<file path="config.mk">
export PLATFORM = sky130hd
export DESIGN_NAME = rx_bit_sampler
export DESIGN_NICKNAME = d
export VERILOG_FILES = /design/src/rtl/rx_bit_sampler_pkg.sv /design/src/rtl/rx_line_filter.sv /design/src/rtl/rx_bit_sampler.sv
export SDC_FILE = /design/constraint.sdc
export NUM_CORES = 1
export LEC_CHECK = 0
export BUFFER_PORTS_ARGS = -buffer_cell sky130_fd_sc_hd__clkbuf_2
export CAP_MARGIN = 20
export CORE_ASPECT_RATIO = 1.2
export CORE_MARGIN = 2
export CORE_UTILIZATION = 30
export CTS_CLUSTER_SIZE = 24
export DETAILED_ROUTE_END_ITERATION = 6
export SYNTH_ARGS = -nofsm -noshare
export SYNTH_HDL_FRONTEND = slang
export SYNTH_SLANG_ARGS = --single-unit
export TNS_END_PERCENT = 30
</file>
<file path="constraint.sdc">
create_clock -name clk -period 2.6 [get_ports clk]
set_input_delay 0.39 -clock clk [delete_from_list [all_inputs] [get_ports clk]]
set_output_delay 0.39 -clock clk [all_outputs]
set_load 0.02 [all_outputs]
</file>
<file path="src/rtl/rx_bit_sampler_pkg.sv">
// Shared RX constants: one-hot frame states, vote/acquire/bit-end counter points.
// The byte-analyse stage imports the same package so both sides agree on timing.
package rx_bit_sampler_pkg;

    typedef enum logic [4:0] {
        ST_IDLE   = 5'b00001,
        ST_START  = 5'b00010,
        ST_DATA   = 5'b00100,
        ST_PARITY = 5'b01000,
        ST_STOP   = 5'b10000
    } rx_state_t;

    localparam logic [3:0] VOTE_A       = 4'd5;
    localparam logic [3:0] VOTE_B       = 4'd6;
    localparam logic [3:0] ACQ_POINT    = 4'd7;
    localparam logic [3:0] BIT_END      = 4'd15;
    localparam logic [3:0] RX_STOP_EXIT = 4'd11;

    function automatic logic majority3(input logic a, input logic b, input logic c);
        return (a & b) | (a & c) | (b & c);
    endfunction

endpackage

</file>
<file path="src/rtl/rx_line_filter.sv">
// Serial line conditioning: 2-FF synchroniser, falling-edge detect and
// 3-sample majority vote (samples at counts 5 and 6 plus the live value at 7).
module rx_line_filter
    import rx_bit_sampler_pkg::*;
(
    input  logic       clk,
    input  logic       rst,
    input  logic       rx_i,
    input  logic       tick,
    input  logic [3:0] cnt,
    output logic       fall,
    output logic       bit_val
);

    logic sync_q1;
    logic sync_q2;
    logic rx_prev;
    logic samp_a;
    logic samp_b;

    always_ff @(posedge clk or posedge rst) begin
        if (rst) begin
            sync_q1 <= 1'b1;
            sync_q2 <= 1'b1;
            rx_prev <= 1'b1;
            samp_a  <= 1'b1;
            samp_b  <= 1'b1;
        end else begin
            sync_q1 <= rx_i;
            sync_q2 <= sync_q1;
            rx_prev <= sync_q2;
            if (tick && cnt == VOTE_A) samp_a <= sync_q2;
            if (tick && cnt == VOTE_B) samp_b <= sync_q2;
        end
    end

    assign fall    = rx_prev & ~sync_q2;
    assign bit_val = majority3(samp_a, samp_b, sync_q2);

endmodule

</file>
<file path="src/rtl/rx_bit_sampler.sv">
// UART RX front end: frame FSM, 16x bit-width counter and 12-bit sample shift register.
//   state     | meaning
//   ST_IDLE   | waiting for a high->low edge on the synchronised line
//   ST_START  | start bit; a voted 1 is a false start
//   ST_DATA   | eight data bits, LSB first
//   ST_PARITY | optional parity bit, shifted together with the expected value
//   ST_STOP   | stop bit; a voted 0 flags a frame error
module rx_bit_sampler
    import rx_bit_sampler_pkg::*;
#(
    parameter int         OVERSAMPLE = 16,
    parameter logic [3:0] STOP_EXIT  = RX_STOP_EXIT
) (
    input  logic        clk,
    input  logic        rst,
    input  logic        rx_i,
    input  logic        p_BaudTick_i,
    input  logic        p_ParityEnable_i,
    input  logic        p_OddParity_i,
    output logic [4:0]  State_o,
    output logic [3:0]  BitWidthCnt_o,
    output logic [11:0] byte_o,
    output logic        Bit_Synch_o,
    output logic        p_FrameError_o
);

    localparam logic [3:0] CNT_LAST = 4'(OVERSAMPLE - 1);

    rx_state_t   state;
    rx_state_t   state_nxt;
    logic [3:0]  cnt;
    logic [2:0]  bit_idx;
    logic        par_acc;
    logic [11:0] shreg;
    logic        synch;
    logic        ferr;
    logic        fall;
    logic        bit_val;
    logic        acq_tick;
    logic        end_tick;

    rx_line_filter u_filter (
        .clk     (clk),
        .rst     (rst),
        .rx_i    (rx_i),
        .tick    (p_BaudTick_i),
        .cnt     (cnt),
        .fall    (fall),
        .bit_val (bit_val)
    );

    assign acq_tick = p_BaudTick_i && (cnt == ACQ_POINT);
    assign end_tick = p_BaudTick_i && (cnt == BIT_END);

    always_comb begin
        state_nxt = state;
        case (state)
            ST_IDLE:   if (fall) state_nxt = ST_START;
            ST_START: begin
                if (acq_tick && bit_val) state_nxt = ST_IDLE;
                else if (end_tick)       state_nxt = ST_DATA;
            end
            ST_DATA:   if (end_tick && bit_idx == 3'd7)
                           state_nxt = p_ParityEnable_i ? ST_PARITY : ST_STOP;
            ST_PARITY: if (end_tick) state_nxt = ST_STOP;
            ST_STOP:   if (p_BaudTick_i && cnt == STOP_EXIT) state_nxt = ST_IDLE;
            default:   state_nxt = ST_IDLE;
        endcase
    end

    always_ff @(posedge clk or posedge rst) begin
        if (rst) state <= ST_IDLE;
        else     state <= state_nxt;
    end

    always_ff @(posedge clk or posedge rst) begin
        if (rst) begin
            cnt     <= '0;
            bit_idx <= '0;
            par_acc <= 1'b0;
            shreg   <= '0;
            synch   <= 1'b0;
            ferr    <= 1'b0;
        end else begin
            synch <= 1'b0;
            ferr  <= 1'b0;

            // A tick landing on a state change clears rather than counts.
            if (state_nxt != state)
                cnt <= '0;
            else if (p_BaudTick_i && state != ST_IDLE)
                cnt <= (cnt == CNT_LAST) ? 4'd0 : cnt + 4'd1;

            if (state == ST_IDLE && state_nxt == ST_START) begin
                shreg   <= '0;
                bit_idx <= '0;
                par_acc <= 1'b0;
            end else if (acq_tick && state != ST_IDLE) begin
                synch <= 1'b1;
                // Parity slot carries the expected bit too, so downstream XORs [1:0].
                if (state == ST_PARITY)
                    shreg <= {shreg[9:0], par_acc ^ p_OddParity_i, bit_val};
                else
                    shreg <= {shreg[10:0], bit_val};
                if (state == ST_DATA) par_acc <= par_acc ^ bit_val;
                if (state == ST_STOP && !bit_val) ferr <= 1'b1;
            end

            if (state == ST_DATA && end_tick) bit_idx <= bit_idx + 3'd1;
        end
    end

    assign State_o        = state;
    assign BitWidthCnt_o  = cnt;
    assign byte_o         = shreg;
    assign Bit_Synch_o    = synch;
    assign p_FrameError_o = ferr;

endmodule

</file>
**Yosys cells after proc, flatten, opt, wreduce, memory -nomap -nowiden**

Cells that the tools add are included.

- Register bits after elaboration: 32
- Output and inout port bits: 23
- Word-level logic and storage cells: 79

- Bitwise gates (word level): 9
- Equal/unequal tests: 14
- Multiplexer cells: 24
- Reduce and logical (&&, ||, !) cells: 18
- $add $sub $neg: 2

Operators with widths:

| kind | count |
|---|---|
| $mux 12 | 3 |
| $mux 5 | 7 |
| $pmux 5 s5 | 1 |
| $eq 4x3->1 const B | 3 |
| $logic_and 1x1->1 | 12 |
| $mux 4 | 3 |
| $eq 5x2->1 const B | 2 |
| $eq 4x4->1 const B | 2 |
| $mux 1 | 8 |
| $reduce_bool 2->1 | 4 |
| $mux 3 | 2 |
| $eq 5x1->1 const B | 1 |
| $eq 5x3->1 const B | 1 |
| $eq 5x4->1 const B | 1 |
| $eq 5x5->1 const B | 1 |
| $ne 5x1->1 const B | 1 |
| $ne 5x5->1 | 1 |
| $add 4x1->4 const B | 1 |
| $and 1x1->1 | 4 |
| $add 3x1->3 const B | 1 |
| $eq 3x3->1 const B | 1 |
| $or 1x1->1 | 2 |
| $reduce_and 2->1 | 1 |
| $xor 1x1->1 | 2 |
| 2 further kinds | 2 |

**Depth between registers and ports, before layout**

- Word-level depth: 10
- Depth in mapped cells: 8
- Gate-level depth less buffers: 6

**Modules after synthesis**

From an unflattened synthesis, not the netlist that was laid out.

- Cells, all modules: 146
- Area, all modules: 1,670.4 µm²

Modules (own cells, without submodules):

| module | area an instance (µm²) | sequential area each (µm²) | instances | cells each |
|---|---|---|---|---|
| rx_bit_sampler | 1,451.4 | 676.9 | 1 | 133 |
| rx_line_filter | 219.0 | 131.4 | 1 | 13 |

**Worst setup path after synthesis**

No wires, ideal clock.

- Path type: flip-flop to flip-flop
- Start: register state[1], in the netlist State_o[1]
- End: register bit_idx[0]
- Arrival: 1.785 ns
- Required time: 2.475 ns
- Period minus slack after synthesis: 1.910 ns
- Setup time: 0.125 ns
- Path buffers: 2
- Slack: 0.690 ns
- Stages on the path, launching flop included: 7
- Path through: dfrtp_1 > buf_4 > or3_1 > buf_4 > nor4_4 > nor2_1 > mux2_2

- Cells in the longest elaborated chain, start to end: 6
- Elaborated cells on any way between the ends: 17

Ends and longest elaborated chain:

| item | line | source |
|---|---|---|
| from (decl) | rx_bit_sampler.sv:29 | `rx_state_t state;` |
| from (signal assigned) | rx_bit_sampler.sv:73 | `else state <= state_nxt;` |
| $mux 5 | rx_bit_sampler.sv:61 | `else if (end_tick) state_nxt = ST_DATA;` |
| $mux 5 | rx_bit_sampler.sv:60 | `if (acq_tick && bit_val) state_nxt = ST_IDLE;` |
| $pmux 5 s5 | rx_bit_sampler.sv:57 | `case (state)` |
| $eq 5x2->1 | rx_bit_sampler.sv:94 | `if (state == ST_IDLE && state_nxt == ST_START) begin` |
| $logic_and 1x1->1 | rx_bit_sampler.sv:94 |  |
| $reduce_bool 2->1 (no line) | n/a |  |
| to (signal assigned) | rx_bit_sampler.sv:109 | `if (state == ST_DATA && end_tick) bit_idx <= bit_idx + 3'd1;` |
| to (decl) | rx_bit_sampler.sv:32 | `logic [2:0] bit_idx;` |

Parallel ways exist; a longest one is shown, timed or not.
A chain may end at the register's enable or synchronous reset.

**Final worst setup path**

- Start: register cnt[0], in the netlist BitWidthCnt_o[0]
- End: register cnt[2], in the netlist BitWidthCnt_o[2]

- Cells in the longest elaborated chain, start to end: 7
- Elaborated cells on any way between the ends: 20

Ends and longest elaborated chain:

| item | line | source |
|---|---|---|
| from (decl) | rx_bit_sampler.sv:31 | `logic [3:0] cnt;` |
| from (signal assigned) | rx_bit_sampler.sv:92 | `cnt <= (cnt == CNT_LAST) ? 4'd0 : cnt + 4'd1;` |
| $eq 4x4->1 or $eq 4x3->1 (tied branches) | rx_bit_sampler.sv:53, rx_bit_sampler.sv:92, rx_bit_sampler.sv:52 |  |
| $logic_and 1x1->1, on equally long branches | rx_bit_sampler.sv:53, rx_bit_sampler.sv:52 |  |
| $mux 5 (tied with other cells) | rx_bit_sampler.sv:61 |  |
| $mux 5, on equally long branches | rx_bit_sampler.sv:60, rx_bit_sampler.sv:63 |  |
| $pmux 5 s5 | rx_bit_sampler.sv:57 |  |
| $ne 5x5->1 | rx_bit_sampler.sv:89 | `if (state_nxt != state)` |
| $mux 4 or $reduce_bool 2->1 (tied branches) | n/a |  |

Parallel ways exist; a longest one is shown, timed or not. The select of a mux whose other input is x is not followed.

==> metrics.txt <==
outcome finished, final reports clean; initial antenna violation count 0; Main synth FF type dfrtp_1; DR pass1 iterations 4; Rows 30; DRC Markers 0; core area 0.00571 mm²; final hold slack 0.159 ns; I/O pin cnt 29; CP cell instances ha_1 > and4_1 > a211oi_1 > a2111oi_2 > a21oi_1; area grow syn2layout 16.3%; vias in the first global route 1,264; ANT cells 0; Leak 0.896 nW; metal2 WL 1730 µm; Vias/cell 5.01; period utilisation layout 79.0%; top cells by area, synth dfrtp_1 (36%), dfstp_2 (8.8%), mux2i_1 (6.2%); Max Cap Violations 0; Sink Count 32; max incr delay on CP 0.60 ns; Synth Area in Compound Gates 19.4%; global route overflow 0; Peak VDD IR 0.236 mV; gpl congestion 0.830; Sw Pwr 0.446 mW; # Post-CTS Setup Buffers 0; Final Hold Fails 0; DIE HEIGHT 88.5 µm; Initial Util 31.3%; area share of fa/ha/maj cells after synthesis 4.07%; Yosys top cell area share 36.5%; Clk pwr share 35.0%; RSZ-0062 raised after global routing no; CP Launch Type flip-flop; cts hold-fix bufs 0; Slew @ Worst Pin 0.648 ns; syn nets 168; vias 1,332; WL per Instance 13.6 µm; post-synthesis sequential area ratio 45.3%; largest family of logic cells by synthesized area compound AO/OA/AOI/OAI gates; CP Class flip-flop to flip-flop; Pint 0.917 mW; Yosys cell types 49; die area 0.00658 mm²; Syn Area/Cell 11.4 µm²; fin crit period 2.05 ns; # nets final 196; Post-Synthesis Cells 157; CTS H-tree depth 2; fraction of registers with async set/reset 100%; Critical Path RT 2.75 ns; Post-Syn Area 0.00178 mm²; met3 WL post-DR 160 µm; Highest Signal Layer met4; sequential share of power 43.6%; Peak Freq 487 MHz; leading area contributor after synthesis dfrtp_1; Post-Synth Simple-Gate Area 16.1%; Placed Area 0.00196 mm²; Max clock buf depth 2; global-route wire length before repair 6120 µm; Buffers & Inverters on Critical Path 0; clock-pin slew on the worst setup and hold paths 0.07 ns; post-route ant nets 0; fraction of layout cells with a size suffix above 1 33.9%; Slew HR 56.4%; Total Neg Setup Slack 0 ns; die width 74.4 µm; total wire length 3630 µm; Root Buffer clkbuf_8; dpl hpwl 2550 µm; P per Cell Area 657 mW/mm²; Worst Path Arrival 2.20 ns; switching share of power 32.7%; Post-Synth XOR/XNOR Area 0.982%; CTS tree yes; Clk Latency, worst-skew pair 0.29 ns; Max stage delay cell, worst path a2111oi_2; mux contribution to synthesized area 8.70%; CP max FO 7; Top delay family on crit path compound AO/OA/AOI/OAI gates; proportion of power drawn by combinational gates 21.4%; Crit. End Element flip-flop; setup violators final 0; GRT Total Usage 12.4%; Slew Limit Fails 0; Port Buffers 28; met1 wire length 1640 µm; worst clock skew 0.00595 ns; final instance area 0.00207 mm²; First DRT Iteration DRCs 103; number of synthesized flops with an enable pin 0; CTS buffer count 5; hold crit path type input pin to async pin; largest net degree at the start of global routing 33; post_cts resized 0; Ys Warns 0; register bit total from synthesis 32; fillers 599
-- layer usage --
metal / vias up / GRT usage, %
li1: 641 / -
met1: 651 / 16.1
met2: 33 / 18.3
met3: 7 / 2.85
met4: 0 / 7.95
met5: - / 0
-- state kept, by name, indices dropped and copies added (netlist names), 3 cells and up --
signal and cells:
bit_idx 3, BitWidthCnt_o 4, State_o 5, byte_o 12
-- per-stage QoR --
stage          total power, mW  std cells  util [%]  worst slack (ns)
2_1_floorplan            0.818        157         -             0.690
3_3_place_gp             0.896        258      34.4             0.637
3_5_place_dp             0.896        258      34.4             0.561
4_1_cts                   1.39        266      36.4             0.539
5_1_grt                   1.45        266      36.4             0.374
6_report                  1.36        266      36.4             0.547
-- power groups by stage --
stage / Combinational, mW / Clock [mW] / Sequential, mW
after detailed placement: 0.294 / 0 / 0.602
final: 0.291 / 0.478 / 0.594
after global placement: 0.298 / 0 / 0.598
after CTS: 0.295 / 0.497 / 0.593
after floorplan: 0.213 / 0 / 0.604
after global routing: 0.325 / 0.525 / 0.602
-- placed cells by master, fill, tap and decap left out, types with 3 or more instances in the layout --
| cell | count |
|---|---|
| a21oi_1 | 9 |
| dfstp_2 | 6 |
| inv_1 | 5 |
| clkbuf_2 | 28 |
| nor3_1 | 3 |
| ha_1 | 5 |
| a211oi_2 | 8 |
| a22o_1 | 3 |
| mux2_2 | 4 |
| o21ai_0 | 5 |
| a211oi_1 | 4 |
| nand2_1 | 8 |
| dfrtp_1 | 26 |
| mux2i_1 | 11 |
| clkbuf_8 | 5 |
| nor2_1 | 11 |
-- worst paths after layout --
kind,from,endpoint,slack (ns),cells after the start
max,BitWidthCnt_o[0],BitWidthCnt_o[2],0.55,5
min,rst,byte_o[7],0.16,3
max reg2reg,BitWidthCnt_o[0],BitWidthCnt_o[2],0.55,5
min reg2reg,u_filter.sync_q1,u_filter.sync_q2,0.36,0
max in group asynchronous,rst,State_o[0],2.10,3
min in group clk,rx_i,u_filter.sync_q1,0.18,1
-- tightest hold or removal path, cell delays in order --
cell and delay, ns:
clkbuf_2 0.08, inv_1 0.04, buf_4 0.36
-- final cells by class --
| cell class | count | area, µm² | share of cell area [%] |
|---|---|---|---|
| Clock buffer | 5 | 68.8 | 3.32 |
| Sequential cell | 32 | 808 | 39.0 |
| Timing Repair Buffer | 30 | 155 | 7.48 |
| Tap cell | 80 | 100 | 4.83 |
| Multi-Input combinational cell | 110 | 877 | 42.3 |
| Inverter | 6 | 22.5 | 1.09 |
| Clock inverter | 3 | 42.5 | 2.05 |
-- kinds of logic (layout without fill, tap and decap cells) --
kind of cell               Yosys count  count (layout)
DFF                                 32              32
buffers and inverters               15              44
AOI/OAI and AO/OA                   42              42
adders and majority gates            6               6
and+or+nand+nor                     45              45
muxes                               15              15
xor gates and xnor gates             2               2
-- synth_stat cells (2+ instances only) --
library cell	number
nand4_1	2
o311ai_0	2
a21oi_1	9
inv_1	5
clkbuf_1	3
buf_4	3
dfstp_2	6
xor2_1	2
mux2i_1	11
a22o_1	3
a211oi_1	4
mux2_2	4
nor3_1	3
o21ai_0	5
ha_1	5
buf_6	2
nor2_1	11
or3_1	2
dfrtp_1	26
nor4_1	2
nand2b_1	2
nand2_1	8
nor2b_1	2
a211oi_2	8
nand3_1	2
a21o_1	2
Note: power is estimated with default switching activity, not from simulation.
